<file path="config.mk">
export PLATFORM = sky130hd
export DESIGN_NAME = demap_buf_sched_flat
export DESIGN_NICKNAME = d
export VERILOG_FILES = /design/src/rtl/demap_buf_sched_if.sv /design/src/rtl/demap_buf_sched.sv /design/src/flat_wrapper.sv
export SDC_FILE = /design/constraint.sdc
export NUM_CORES = 1
export LEC_CHECK = 0
export CAP_MARGIN = 0
export CORE_UTILIZATION = 30
export DETAILED_ROUTE_END_ITERATION = 16
export DONT_BUFFER_PORTS = 1
export PLACE_DENSITY = 0.44
export SLEW_MARGIN = 15
export SYNTH_ARGS = -nofsm -noshare
export SYNTH_HDL_FRONTEND = slang
export SYNTH_SLANG_ARGS = --single-unit
</file>
<file path="constraint.sdc">
create_clock -name clk -period 3.3 [get_ports clk]
set_input_delay 0.33 -clock clk [delete_from_list [all_inputs] [get_ports clk]]
set_output_delay 0.33 -clock clk [all_outputs]
set_load 0.01 [all_outputs]
</file>
<file path="src/rtl/demap_buf_sched_if.sv">
// Bus bundle between the demapper bit buffer scheduler and its surroundings:
// configuration/start, upstream bit handshake, RAM strobes and burst status.
interface demap_buf_sched_if #(
    parameter int AD = 14,
    parameter int NW = 9
);
    logic          start;
    logic [NW-1:0] cfg_ncbps;
    logic          in_valid;
    logic          in_ready;
    logic          out_ready;
    logic          ram_we;
    logic          ram_re;
    logic [AD-1:0] wr_addr;
    logic [AD-1:0] rd_addr;
    logic          out_valid;
    logic          out_first;
    logic          out_last;
    logic [AD:0]   occupancy;
    logic          busy;
    logic          overflow;
    logic          cfg_err;

    modport master (
        output start, cfg_ncbps, in_valid, out_ready,
        input  in_ready, ram_we, ram_re, wr_addr, rd_addr, out_valid,
               out_first, out_last, occupancy, busy, overflow, cfg_err
    );

    modport slave (
        input  start, cfg_ncbps, in_valid, out_ready,
        output in_ready, ram_we, ram_re, wr_addr, rd_addr, out_valid,
               out_first, out_last, occupancy, busy, overflow, cfg_err
    );
endinterface

</file>
<file path="src/rtl/demap_buf_sched.sv">
// Circular bit buffer controller: accepts demapped bits into a RAM and releases
// them downstream in uninterrupted bursts of one OFDM symbol (cfg_ncbps bits).
module demap_buf_sched #(
    parameter int AD = 14,
    parameter int NW = 9
) (
    input  logic               clk,
    input  logic               reset,
    demap_buf_sched_if.slave   bus
);
    localparam int DEPTH = 2 ** AD;
    localparam int OW    = AD + 1;

    typedef enum logic [1:0] {S_IDLE, S_WAIT, S_BURST} state_t;

    state_t        state_q, state_d;
    logic [AD-1:0] wr_addr_q, wr_addr_d;
    logic [AD-1:0] rd_addr_q, rd_addr_d;
    logic [OW-1:0] occ_q, occ_d;
    logic [OW-1:0] ncbps_q, ncbps_d;
    logic [OW-1:0] rem_q, rem_d;
    logic          first_q, first_d;
    logic          overflow_q, overflow_d;
    logic          cfg_err_q, cfg_err_d;
    logic          out_valid_q, out_valid_d;
    logic          out_first_q, out_first_d;
    logic          out_last_q, out_last_d;

    logic          in_ready;
    logic          we;
    logic          re;
    logic          last_rd;
    logic          cfg_ok;
    logic [31:0]   cfg_val;

    // occupancy never exceeds DEPTH, so its top bit alone means "full"
    assign in_ready = (state_q != S_IDLE) && !occ_q[AD];
    assign we       = bus.in_valid && in_ready;
    assign re       = (state_q == S_BURST);
    assign last_rd  = re && (rem_q == OW'(1));
    assign cfg_val  = 32'(bus.cfg_ncbps);
    assign cfg_ok   = (cfg_val != 32'd0) && (cfg_val <= 32'(DEPTH));

    always_comb begin
        state_d     = state_q;
        wr_addr_d   = wr_addr_q + AD'(we);
        rd_addr_d   = rd_addr_q + AD'(re);
        occ_d       = occ_q;
        ncbps_d     = ncbps_q;
        rem_d       = rem_q;
        first_d     = first_q;
        overflow_d  = overflow_q || (bus.in_valid && !in_ready && (state_q != S_IDLE));
        cfg_err_d   = cfg_err_q;
        out_valid_d = re;
        out_first_d = re && first_q;
        out_last_d  = last_rd;

        case ({we, re})
            2'b10:   occ_d = occ_q + OW'(1);
            2'b01:   occ_d = occ_q - OW'(1);
            default: occ_d = occ_q;
        endcase

        case (state_q)
            S_WAIT: begin
                if ((occ_q >= ncbps_q) && bus.out_ready) begin
                    state_d = S_BURST;
                    rem_d   = ncbps_q;
                    first_d = 1'b1;
                end
            end
            S_BURST: begin
                first_d = 1'b0;
                rem_d   = rem_q - OW'(1);
                if (rem_q == OW'(1)) begin
                    state_d = S_WAIT;
                end
            end
            default: state_d = S_IDLE;
        endcase

        // start restarts the frame from any state and wins over everything above
        if (bus.start) begin
            state_d     = cfg_ok ? S_WAIT : S_IDLE;
            wr_addr_d   = '0;
            rd_addr_d   = '0;
            occ_d       = '0;
            ncbps_d     = cfg_ok ? OW'(bus.cfg_ncbps) : '0;
            rem_d       = '0;
            first_d     = 1'b0;
            overflow_d  = 1'b0;
            cfg_err_d   = !cfg_ok;
            out_valid_d = 1'b0;
            out_first_d = 1'b0;
            out_last_d  = 1'b0;
        end
    end

    always_ff @(posedge clk or posedge reset) begin
        if (reset) begin
            state_q     <= S_IDLE;
            wr_addr_q   <= '0;
            rd_addr_q   <= '0;
            occ_q       <= '0;
            ncbps_q     <= '0;
            rem_q       <= '0;
            first_q     <= 1'b0;
            overflow_q  <= 1'b0;
            cfg_err_q   <= 1'b0;
            out_valid_q <= 1'b0;
            out_first_q <= 1'b0;
            out_last_q  <= 1'b0;
        end else begin
            state_q     <= state_d;
            wr_addr_q   <= wr_addr_d;
            rd_addr_q   <= rd_addr_d;
            occ_q       <= occ_d;
            ncbps_q     <= ncbps_d;
            rem_q       <= rem_d;
            first_q     <= first_d;
            overflow_q  <= overflow_d;
            cfg_err_q   <= cfg_err_d;
            out_valid_q <= out_valid_d;
            out_first_q <= out_first_d;
            out_last_q  <= out_last_d;
        end
    end

    assign bus.in_ready  = in_ready;
    assign bus.ram_we    = we;
    assign bus.ram_re    = re;
    assign bus.wr_addr   = wr_addr_q;
    assign bus.rd_addr   = rd_addr_q;
    assign bus.out_valid = out_valid_q;
    assign bus.out_first = out_first_q;
    assign bus.out_last  = out_last_q;
    assign bus.occupancy = occ_q;
    assign bus.busy      = re;
    assign bus.overflow  = overflow_q;
    assign bus.cfg_err   = cfg_err_q;
endmodule
</file>
<file path="src/flat_wrapper.sv">
// flat-port wrapper written by rule: the top's interface ports become plain ports
module demap_buf_sched_flat 
#(
    parameter int AD = 14,
    parameter int NW = 9
)
  (clk, reset, bus_start, bus_cfg_ncbps, bus_in_valid, bus_out_ready, bus_in_ready, bus_ram_we, bus_ram_re, bus_wr_addr, bus_rd_addr, bus_out_valid, bus_out_first, bus_out_last, bus_occupancy, bus_busy, bus_overflow, bus_cfg_err);
  demap_buf_sched_if #(.AD(AD), .NW(NW)) bus_i ();
  input  logic clk;
  input  logic reset;
  input wire logic [$bits(bus_i.start)-1:0] bus_start;
  input wire logic [$bits(bus_i.cfg_ncbps)-1:0] bus_cfg_ncbps;
  input wire logic [$bits(bus_i.in_valid)-1:0] bus_in_valid;
  input wire logic [$bits(bus_i.out_ready)-1:0] bus_out_ready;
  output wire logic [$bits(bus_i.in_ready)-1:0] bus_in_ready;
  output wire logic [$bits(bus_i.ram_we)-1:0] bus_ram_we;
  output wire logic [$bits(bus_i.ram_re)-1:0] bus_ram_re;
  output wire logic [$bits(bus_i.wr_addr)-1:0] bus_wr_addr;
  output wire logic [$bits(bus_i.rd_addr)-1:0] bus_rd_addr;
  output wire logic [$bits(bus_i.out_valid)-1:0] bus_out_valid;
  output wire logic [$bits(bus_i.out_first)-1:0] bus_out_first;
  output wire logic [$bits(bus_i.out_last)-1:0] bus_out_last;
  output wire logic [$bits(bus_i.occupancy)-1:0] bus_occupancy;
  output wire logic [$bits(bus_i.busy)-1:0] bus_busy;
  output wire logic [$bits(bus_i.overflow)-1:0] bus_overflow;
  output wire logic [$bits(bus_i.cfg_err)-1:0] bus_cfg_err;
  assign bus_i.start = bus_start;
  assign bus_i.cfg_ncbps = bus_cfg_ncbps;
  assign bus_i.in_valid = bus_in_valid;
  assign bus_i.out_ready = bus_out_ready;
  assign bus_in_ready = bus_i.in_ready;
  assign bus_ram_we = bus_i.ram_we;
  assign bus_ram_re = bus_i.ram_re;
  assign bus_wr_addr = bus_i.wr_addr;
  assign bus_rd_addr = bus_i.rd_addr;
  assign bus_out_valid = bus_i.out_valid;
  assign bus_out_first = bus_i.out_first;
  assign bus_out_last = bus_i.out_last;
  assign bus_occupancy = bus_i.occupancy;
  assign bus_busy = bus_i.busy;
  assign bus_overflow = bus_i.overflow;
  assign bus_cfg_err = bus_i.cfg_err;
  demap_buf_sched #(.AD(AD), .NW(NW)) u_core (.clk(clk), .reset(reset), .bus(bus_i));
endmodule
</file>
; After elaboration in Yosys (flattened, before gate mapping)
; Index checks and enable logic that the tools add are counted.
[totals]
ff_bits = 81
output_inout_bits = 52
word_cells = 64
[op_classes]
add_sub_neg = 5
n_lt_le_gt_ge = 2
n_eq_ne = 7
muxes = 20
reduce_logical = 18
[op_table]
columns = operator, count
row1 = $pmux W15 S2, 2
row2 = $mux W15, 3
row3 = $reduce_bool A32 Y1, 1
row4 = $sub A15 B1 Y15 const B, 2
row5 = $add A14 B1 Y14, 2
row6 = $mux W14, 2
row7 = $add A15 B1 Y15 const B, 1
row8 = $eq A15 B1 Y1 const B, 1
row9 = $ge A15 B15 Y1, 1
row10 = $le A9 B15 Y1 const B, 1
row11 = $mux W9, 1
row12 = $logic_and A1 B1 Y1, 8
row13 = $mux W1, 7
row14 = $mux W2, 3
row15 = $reduce_bool A3 Y1, 2
row16 = $eq A2 B1 Y1 const B, 2
row17 = $eq A2 B2 Y1 const B, 2
row18 = $pmux W2 S2, 1
row19 = $reduce_and A2 Y1, 2
row20 = $logic_not A1 Y1, 3
row21 = $ne A3 B2 Y1 const B, 1
row22 = $ne A3 B3 Y1 const B, 1
row23 = $pmux W1 S2, 1
row24 = $reduce_bool A2 Y1, 1
row25 = $logic_or A1 B1 Y1, 1

; Logic depth before layout (Yosys ltp)
[logic_depth]
depth_word = 7
ltp_mapped = 12
mapped_depth_nobuf = 11

; Worst setup path before layout
; OpenSTA, ideal clock, no wires.
[synth_path]
path_kind = register to register
startpoint = register u_core.state_q[0]
endpoint = register u_core.occ_q[6] (netlist: u_core.bus.occupancy[6])
setup_time_ns = 0.132
arrival_time_ns = 2.493
slack_ns = 0.675
path_stages_with_launch = 13
path_buffers = 1
synth_period_minus_slack_ns = 2.625
cell_sequence = dfrtp_1 -> nand2b_1 -> buf_4 -> inv_4 -> nand2_2 -> xnor2_1 -> ha_1 -> or3_1 -> or3_1 -> or3_1 -> a21oi_2 -> xnor2_1 -> nor2_1
[synth_via]
elab_chain_len = 6
word_cells_on_any_way = 9
[synth_rtl]
columns = item, line
row1 = from (decl), demap_buf_sched.sv:16  ; state_t state_q, state_d;
row2 = from (signal assigned), demap_buf_sched.sv:114  ; state_q <= state_d;
row3 = $reduce_bool A2 Y1, demap_buf_sched.sv:37  ; assign in_ready = (state_q != S_IDLE) && !occ_q[AD];
row4 = $logic_and A1 B1 Y1, demap_buf_sched.sv:37
row5 = $logic_and A1 B1 Y1, demap_buf_sched.sv:38  ; assign we = bus.in_valid && in_ready;
row6 = $eq A2 B1 Y1 or $eq A2 B2 Y1 (tied branches), demap_buf_sched.sv:58  ; case ({we, re})
row7 = $pmux W15 S2, demap_buf_sched.sv:58
row8 = $mux W15, demap_buf_sched.sv:83  ; if (bus.start) begin
row9 = to (signal assigned), demap_buf_sched.sv:104  ; occ_q <= '0;
row10 = to (signal assigned), demap_buf_sched.sv:117  ; occ_q <= occ_d;
row11 = to (decl), demap_buf_sched.sv:19  ; logic [OW-1:0] occ_q, occ_d;
; Parallel ways exist; a longest one is shown, timed or not.
; A chain may end at the register's enable or synchronous reset.

; Final worst setup path
[layout_path]
startpoint = register u_core.occ_q[14] (netlist: u_core.bus.occupancy[14])
endpoint = register u_core.occ_q[6] (netlist: u_core.bus.occupancy[6])
[layout_via]
elab_chain_len = 6
word_cells_on_any_way = 8
[layout_rtl]
columns = item, line
row1 = $logic_not A1 Y1 (*), demap_buf_sched.sv:37
row2 = $logic_and A1 B1 Y1 (*), demap_buf_sched.sv:37
row3 = $logic_and A1 B1 Y1 (*), demap_buf_sched.sv:38
row4 = $eq A2 B1 Y1 or $eq A2 B2 Y1 (tied branches), demap_buf_sched.sv:58
row5 = $pmux W15 S2, demap_buf_sched.sv:58
row6 = $mux W15, demap_buf_sched.sv:83
; Mark *: on every way between the ends. The rest lies on a longest branch, timed or not.

==> out/results.txt <==
Status = finished clean
Slew @ Worst Pin = 0.829 ns
Routability Congestion = 0.837
Endpoint required time on the critical path = 3.54 ns
Worst min path class = input pin to async pin
Post-detail-place hpwl = 7.82 mm
Setup_tns = 0 ns
CTS sink count = 75
Post-CTS sizing = 0
DRC = 0
Slew HR = 44.7%
Die X-Extent = 122 um
Type of origin of the critical path = register
Primary FF master, synth = dfrtp_1
Final Routed Wirelength = 11.5 mm
Initial antenna violation count = 0
Num rows = 43
PD cells = 431 nW/um^2
CTS Buf Count = 9
Final Hold Viols = 0
Post-CTS Setup Bufs = 0
Final setup violation count = 0
CP arrival = 2.96 ns
Skew final = 0.00879 ns
CTS root buf = clkbuf_16
Max Cap Viol = 0
Gr usage total = 16.5%
First-pass GRT wire length = 18.7 mm
Initial core utilization = 30.9%
CP max FO = 8
Vias in the first global route = 3383
Yosys reg bits = 75
Mapped cell area = 4280 um^2
Worst r2r dst = u_core.bus.occupancy[6]
RSZ-0062 raised after global routing = no
Drt first pass iters = 4
Buffers on Ports = 0
P&R area growth vs syn = 10.1%
Antenna diodes = 0
Sequential area share after synthesis = 43.8%
Chip height = 122 um
Syn_nets = 500
Fraction of final layout cells with drive strength greater than 1 = 8.78%
Min cycle time layout = 2.72 ns
IO Count = 66
Clk Latency, worst-skew pair = 0.35 ns
Overflow after GRT = 0
Clock transition at path regs = 0.06 ns
Syn Area/Cell = 9.15 um^2
Total die area = 14800 um^2
Hold Slack = 0.000630 ns
Slew Viols, Final = 0
Filler cell count = 1457
Worst vdd ir = 0.219 mV
Most frequent cells in the layout = dfrtp_1 (75), nor2_1 (59), nand2_1 (42)
Largest net degree at the start of global routing = 81
Cts hold-fix bufs = 0
Cell count of the worst reg-to-reg path = 10
CP Capture Type = register
Total core area = 13900 um^2
CTS tree = built
Synth Warn # = 0
R2R Path Start = u_core.bus.occupancy[14]
Final core area utilization = 34.0%
Initial DRC Count = 250
Via density = 5.31
CTS HTree Levels = 3
Number of synthesized flops with an enable pin = 0
CTS Buffer Depth = 2
Final-stage net count = 494
DR vias = 3437
Static leakage = 0.00203 uW
Average wire per standard cell = 17.7 um
Kind of critical path = register to register
Flop-to-flop setup slack = 0.58 ns
DRT antenna net count = 0
Netlist cell types = 64
F_max = 0.367 GHz
Crit share post-route = 82.5%
Most common cell after layout, fill and taps aside = dfrtp_1
Synthesized instance count = 468
Async S/R FF share, synth = 100%
## critical path, stage by stage (launching register included)
cell and delay [ns]:
dfrtp_1 0.52, nand2b_1 0.19, nand2_2 0.14, xnor2_1 0.16, ha_1 0.23, or3_1 0.35, or3_1 0.35, or3_1 0.33
a21oi_2 0.16, xnor2_1 0.13, nor2_1 0.06
## area by class of cell
cell class              instances  area, um^2  area share, %
flip-flops and latches         75        1880           39.8
inverters                      18        71.3           1.51
clock buffers                  11         233           4.93
multi-input cells             350        2210           46.9
well taps                     180         225           4.77
clock inverters                 5        37.5          0.796
repair buffers                  8        60.1           1.27
## through the flow
stage	setup WS [ns]	total power [uW]	instances	instance area, um^2
after floorplan	0.675	1080	468	4280
after global placement	0.660	1110	631	4450
after detailed placement	0.609	1110	631	4450
after CTS	0.582	2060	647	4720
after global routing	0.351	2120	647	4720
final	0.577	2030	647	4720
## registers in the layout, indices dropped and copies added, names as in the netlist
signal	flops
u_core.bus.overflow	1
u_core.bus.cfg_err	1
u_core.bus.occupancy	15
u_core.first_q	1
u_core.bus.wr_addr	14
u_core.bus.out_valid	1
u_core.bus.out_last	1
u_core.state_q	2
u_core.bus.rd_addr	14
u_core.ncbps_q	9
u_core.rem_q	15
u_core.bus.out_first	1
## Yosys cell counts, drive strengths merged, types with 3 or more instances
cell type,instances,area (um^2)
xnor2,17,149
nand2,43,164
or3,11,73.8
ha,18,225
nor3,16,80.1
o211ai,4,30.0
a41oi,3,26.3
o31ai,3,22.5
and3,11,68.8
mux2i,3,30.0
a31oi,12,75.1
or4,4,30.0
nand2b,6,37.5
nand3,24,120
buf,15,85.1
a211oi,3,37.5
a21oi,19,98.9
clkbuf,10,37.5
nor2b,5,31.3
nor2,60,228
a311oi,4,47.6
o21ai,19,110
inv,18,70.1
dfrtp,75,1880
nor4,9,62.6
mux2,3,33.8
xor2,19,166
nand4,7,43.8
## where the power goes
group          total, uW  internal, uW  switching, uW
Sequential           962           939           23.5
Combinational        131          44.0           87.2
Clock                939           514            425
Total               2030          1500            536
## worst max path at each step
| stage | slack (ns) | to | cells past startpoint | from |
|---|---|---|---|---|
| finish | 0.58 | u_core.bus.occupancy[6] | 10 | u_core.bus.occupancy[14] |
| global route | 0.35 | u_core.bus.occupancy[6] | 10 | u_core.bus.occupancy[14] |
| CTS | 0.58 | u_core.bus.occupancy[6] | 10 | u_core.bus.occupancy[14] |
| detailed placement | 0.61 | u_core.bus.occupancy[6] | 10 | u_core.bus.occupancy[14] |
| global placement | 0.66 | u_core.bus.occupancy[6] | 10 | u_core.bus.occupancy[14] |
| floorplan | 0.68 | u_core.bus.occupancy[6] | 12 | u_core.state_q[0] |
## cell families after synthesis
kind of cell             count (synthesis)  synth area share [%]
buffers and inverters                   43                  4.50
multiplexers                             6                  1.49
AND/OR/NAND/NOR                        210                  24.5
flip-flops                              75                  43.8
XOR/XNOR                                36                  7.36
adder cells (fa/ha/maj)                 18                  5.26
AO/OA/AOI/OAI                           80                  13.1
## per-layer routing
layer / GRT usage [%] / vias up / part of all wire (%)
met5: 0 / - / 0
met2: 24.1 / 111 / 44
met3: 6.44 / 16 / 7.4
li1: - / 1646 / -
met1: 22.3 / 1664 / 47
met4: 5.09 / 0 / 1.5
Power figures use the tool's default switching activity.
